--- src/rtl/mac_dot_seq.sv ---
// mac_dot_seq: sequences a TAPS-long signed dot product through an external 16x16 MAC.
// Define MAC_DOT_SEQ_SAT_EN to saturate each result to signed 16-bit before it is sign-extended.
module mac_dot_seq #(
   parameter int TAPS     = 4,
   parameter int PIPE_LAT = 2
) (
   input  logic        CLK,
   input  logic        RST,
   input  logic        S_VALID,
   output logic        S_READY,
   input  logic [15:0] S_A,
   input  logic [15:0] S_B,
   output logic [15:0] MAC_A,
   output logic [15:0] MAC_B,
   output logic        MAC_OHHLD,
   output logic        MAC_OLHLD,
   output logic        MAC_OHLDA,
   output logic        MAC_OLLDA,
   output logic        MAC_OHADS,
   output logic        MAC_OLADS,
   input  logic [31:0] MAC_O,
   output logic        R_VALID,
   input  logic        R_READY,
   output logic [31:0] R_DATA
);
   localparam int CW = $clog2(TAPS + 1);
   typedef enum logic [1:0] {IDLE, ACCUM, DRAIN, OUT} state_t;
   state_t              state_q, state_d;
   logic [CW-1:0]       cnt_q, cnt_d;
   logic [PIPE_LAT-1:0] iss_q, iss_d, fst_q, fst_d;
   logic [15:0]         a_q, a_d, b_q, b_d;
   logic [31:0]         rdata_q, rdata_d, res;
   logic                rvalid_q, rvalid_d, last_q, last_d, alive_q;
   logic                accept, drained, capture, done;
   assign accept  = S_VALID && S_READY;
   assign drained = state_q == DRAIN && iss_q == '0;
   assign capture = drained && last_q;
   assign done    = state_q == OUT && R_READY;
`ifdef MAC_DOT_SEQ_SAT_EN
   assign res = ($signed(MAC_O) > 32'sd32767)  ? 32'h0000_7FFF :
                ($signed(MAC_O) < -32'sd32768) ? 32'hFFFF_8000 : MAC_O;
`else
   assign res = MAC_O;
`endif
   always_ff @(posedge CLK or posedge RST)
      if (RST) state_q <= IDLE;
      else     state_q <= state_d;
   always_comb
      state_d = (accept && cnt_q == CW'(TAPS - 1)) ? DRAIN :
                accept  ? ACCUM :
                capture ? OUT   :
                done    ? IDLE  : state_q;
   // The issue pipe mirrors the MAC product latency; "first" rides alongside so pair 0 loads.
   always_comb begin
      cnt_d    = done ? '0 : accept ? cnt_q + CW'(1) : cnt_q;
      iss_d    = PIPE_LAT'({iss_q, accept});
      fst_d    = PIPE_LAT'({fst_q, accept && cnt_q == '0});
      a_d      = accept ? S_A : a_q;
      b_d      = accept ? S_B : b_q;
      last_d   = drained && !last_q;
      rdata_d  = capture ? res : rdata_q;
      rvalid_d = capture ? 1'b1 : done ? 1'b0 : rvalid_q;
   end
   always_ff @(posedge CLK or posedge RST)
      if (RST) begin
         cnt_q    <= '0;
         iss_q    <= '0;
         fst_q    <= '0;
         a_q      <= '0;
         b_q      <= '0;
         rdata_q  <= '0;
         rvalid_q <= 1'b0;
         last_q   <= 1'b0;
         alive_q  <= 1'b0;
      end else begin
         cnt_q    <= cnt_d;
         iss_q    <= iss_d;
         fst_q    <= fst_d;
         a_q      <= a_d;
         b_q      <= b_d;
         rdata_q  <= rdata_d;
         rvalid_q <= rvalid_d;
         last_q   <= last_d;
         alive_q  <= 1'b1;
      end
   always_comb begin
      S_READY   = alive_q && (state_q == IDLE || state_q == ACCUM);
      MAC_A     = a_q;
      MAC_B     = b_q;
      MAC_OHHLD = !iss_q[PIPE_LAT-1];
      MAC_OLHLD = !iss_q[PIPE_LAT-1];
      MAC_OHLDA = iss_q[PIPE_LAT-1] && fst_q[PIPE_LAT-1];
      MAC_OLLDA = iss_q[PIPE_LAT-1] && fst_q[PIPE_LAT-1];
      MAC_OHADS = 1'b0;
      MAC_OLADS = 1'b0;
      R_VALID   = rvalid_q;
      R_DATA    = rdata_q;
   end
endmodule

--- config.mk ---
export PLATFORM = sky130hd
export DESIGN_NAME = mac_dot_seq
export DESIGN_NICKNAME = d
export VERILOG_FILES = /design/src/rtl/mac_dot_seq.sv
export SDC_FILE = /design/constraint.sdc
export NUM_CORES = 1
export LEC_CHECK = 0
export CAP_MARGIN = 25
export CORE_AREA = 2 2 85 87
export CTS_BUF_LIST = sky130_fd_sc_hd__clkbuf_4
export DETAILED_ROUTE_END_ITERATION = 10
export DIE_AREA = 0 0 87 89
export HOLD_SLACK_MARGIN = 0.12
export PLACE_DENSITY = 0.95
export SETUP_SLACK_MARGIN = 0.15
export SYNTH_ARGS = -nofsm -noshare
export SYNTH_HDL_FRONTEND = slang
export SYNTH_SLANG_ARGS = --single-unit
--- constraint.sdc ---
create_clock -name CLK -period 5.26 [get_ports CLK]
set_clock_uncertainty 0.15 [all_clocks]
set_input_delay 1.052 -clock CLK [delete_from_list [all_inputs] [get_ports CLK]]
set_output_delay 1.052 -clock CLK [all_outputs]
set_load 0.02 [all_outputs]
==> results.py <==
metrics = {
    "run_status": {
        "outcome": "finished clean",
    },
    "logic_synthesis": {
        "synth_area_um2": 3037,
        "ys_warn_count": 0,
        "ys_seq_elements": 76,
        "syn_avg_cell_area_um2": 12.10,
        "synth-seq-area-share_pct": 62.63,
        "ys_types": 24,
        "synthCells": 251,
    },
    "placed_design": {
        "dp.cells": 457,
        "hpwl_um": 5011,
        "io_buffers": 137,
        "dpl_cell_area_um2": 4429,
        "place_congestion": 0.7043,
    },
    "timing": {
        "grt_setup_unrepaired": "no",
        "setup_viol": 0,
        "max_freq_mhz": 356.4,
        "tns_ns": 0,
        "period_minus_slack_ns": 2.806,
        "hold_viol_final": 0,
        "slew_violations": 0,
        "period_share_pct": 53.35,
    },
    "clock_tree": {
        "clock-sinks": 76,
        "clkTransAtPathRegs_ns": 0.11,
        "clock_latency_ns": 0.38,
        "numCtsBuffers": 9,
        "ctsHoldBuffers": 0,
        "cts-root-buf": "clkbuf_4",
        "cts_tree": "yes",
        "cts-resized-gates": 0,
        "clock_tree.buffer_depth": 2,
        "post_cts_buffers": 0,
        "cts_max_level": 3,
    },
    "drt": {
        "routed_wl_um": 7022,
        "drc_errors": 0,
        "vias": 2248,
        "viasPerCell": 4.723,
        "drt_iter0_markers": 76,
        "drtAntennaViolNets": 0,
        "wl_per_cell_um": 14.75,
        "firstDrtPassIters": 4,
    },
    "final_layout": {
        "seq_area_um2": 1902,
        "antennaDiodeCount": 0,
        "final_nets": 462,
        "multi_input_area_um2": 1018,
        "layout.cells.non_filler": 476,
        "fill_cells": 488,
        "drive_gt1_share_pct": 13.64,
        "syn_to_final_growth_pct": 52.37,
        "final_cell_area_um2": 4627,
    },
    "critical_path": {
        "r2r_start": "state_q[0]",
        "r2r_end": "R_DATA[2]",
        "critPathCapture": "MAC_OLLDA",
        "crit_fanout": 3,
        "startpoint": "iss_q[1]",
        "worstPathArrival_ns": 1.60,
        "reg2regPathDepth": 4,
        "critPathKind": "register to output port",
        "ff2ff_setup_slack_ns": 3.46,
        "worst_ep_required_time_ns": 4.06,
        "start_kind": "register",
        "end_kind": "output port",
    },
    "global_route": {
        "overflow": 0,
        "grt_max_degree": 49,
        "antenna_found_initial": 0,
        "grt_pass1_wl_um": 10990,
        "grtUsageTotal_pct": 18.17,
        "grt_pass1_vias": 2425,
    },
    "min_path": {
        "worstHoldPathType": "register to register",
    },
    "pwr": {
        "clkPwrFrac_pct": 21.1,
        "leakage_nw": 2.239,
        "internal_power_mw": 1.085,
        "seq_power_share_pct": 47.5,
        "switching_share_pct": 31.13,
        "p_switching_uw": 490.4,
        "combPwrFrac_pct": 31.5,
        "power_density_nw_per_um2": 340.5,
        "ir_drop_mv": 0.1754,
    },
    "die": {
        "die-area_um2": 7743,
        "fp.dieH_um": 89,
        "fp.dieW_um": 87,
        "ioPinCount": 140,
        "coreArea_um2": 6719,
        "num_rows": 30,
        "start_util_pct": 45.20,
    },
    "job": {
        "max_cap_violations": 0,
    },
}
==> layout by cell type, fill, tap and decap left out, types with 2 or more instances in the layout <==
cell | netlist | layout
inv_1 | 6 | 5
ha_1 | 3 | 3
mux2_4 | 28 | 28
clkinv_2 | 0 | 2
mux2_2 | 4 | 4
buf_4 | 5 | 2
nand2_1 | 102 | 102
nand3_1 | 2 | 2
nor2b_1 | 2 | 2
conb_1 | 2 | 3
clkinv_1 | 0 | 2
and2_1 | 2 | 2
clkbuf_4 | 0 | 10
dfrtp_1 | 76 | 76
clkdlybuf4s50_1 | 0 | 137
buf_12 | 0 | 2
==> cells by family (layout without fill, tap and decap cells) <==
group / Yosys count / after routing / share of synthesized area [%]
compound gates: 5 / 5 / 1.112
xor+xnor: 1 / 1 / 0.2885
fa+ha+maj: 3 / 3 / 1.236
buf+inv: 20 / 164 / 3.955
flops: 76 / 76 / 62.63
mux: 32 / 32 / 15.33
other cells: 2 / 3 / 0.2473
simple gates: 112 / 112 / 15.20
==> metrics by stage <==
| stage | util, % | setup WS (ns) | hold WS (ns) | total power, mW |
|---|---|---|---|---|
| detailed placement | 65.92 | 2.236 | 0.1964 | 1.251 |
| CTS | 67.86 | 2.409 | 0.2230 | 1.581 |
| global placement | 65.92 | 2.287 | 0.1860 | 1.232 |
| global route | 68.86 | 2.355 | 0.2283 | 1.671 |
| floorplan | - | 2.120 | 0.1812 | 0.9917 |
| finish | 68.86 | 2.454 | 0.2158 | 1.575 |
==> power groups by stage <==
stage	clock network (mW)	registers [mW]	logic (mW)
detailed placement	0	0.755	0.495
floorplan	0	0.846	0.145
global placement	0	0.754	0.479
global route	0.373	0.762	0.537
finish	0.332	0.748	0.496
CTS	0.338	0.747	0.496
==> critical path: stages (launching register included) <==
cell and delay (ns):
dfrtp_1 0.42, and2_1 0.19, clkdlybuf4s50_1 0.61
==> state kept, by name (all words and copies together), names as in the netlist <==
name,count
MAC_A,16
MAC_B,16
R_DATA,32
R_VALID,1
alive_q,1
cnt_q,3
fst_q,2
iss_q,2
last_q,1
state_q,2
==> final cells by class <==
cell class	count	area share, %
Timing Repair Buffer	142	31.42
Clock buffer	10	1.622
Clock inverter	6	1.190
Tap cell	80	2.163
Inverter	6	0.4867
Sequential cell	76	41.10
Multi-Input combinational cell	156	22.01
==> Yosys cell counts <==
cell type    n  share of area (%)
a21boi_0     1               0.25
a21oi_1      1               0.16
a22o_1       1               0.29
a22oi_1      1               0.25
and2_1       2               0.41
and3_1       1               0.21
buf_2        3               0.49
buf_4        5                1.2
buf_6        3                1.1
clkbuf_1     3               0.37
conb_1       2               0.25
dfrtp_1     76                 63
ha_1         3                1.2
inv_1        6               0.74
mux2_2       4                1.5
mux2_4      28                 14
nand2_1    102                 13
nand2_2      1               0.21
nand3_1      2               0.33
nand3b_1     1               0.25
nor2b_1      2               0.41
nor4b_4      1               0.78
o21ai_0      1               0.16
xnor2_1      1               0.29
==> routing by layer <==
metal  GRT usage (%)  vias up  routed length, um
met2           32.96       93               3609
met3           4.894       14                485
li1                -     1067                  -
met4           5.966        0                104
met1           20.87     1074               2823
met5               0        -                  0
==> worst min path at each step <==
stage                        start  endpoint  slack (ns)  cells past startpoint
after global routing      fst_q[0]  fst_q[1]        0.23                      0
after global placement    fst_q[0]  fst_q[1]        0.19                      0
after detailed placement  fst_q[0]  fst_q[1]        0.20                      0
after CTS                 fst_q[0]  fst_q[1]        0.22                      0
final                     fst_q[0]  fst_q[1]        0.22                      0
after floorplan           fst_q[0]  fst_q[1]        0.18                      0
(Power assumes the default switching activity.)
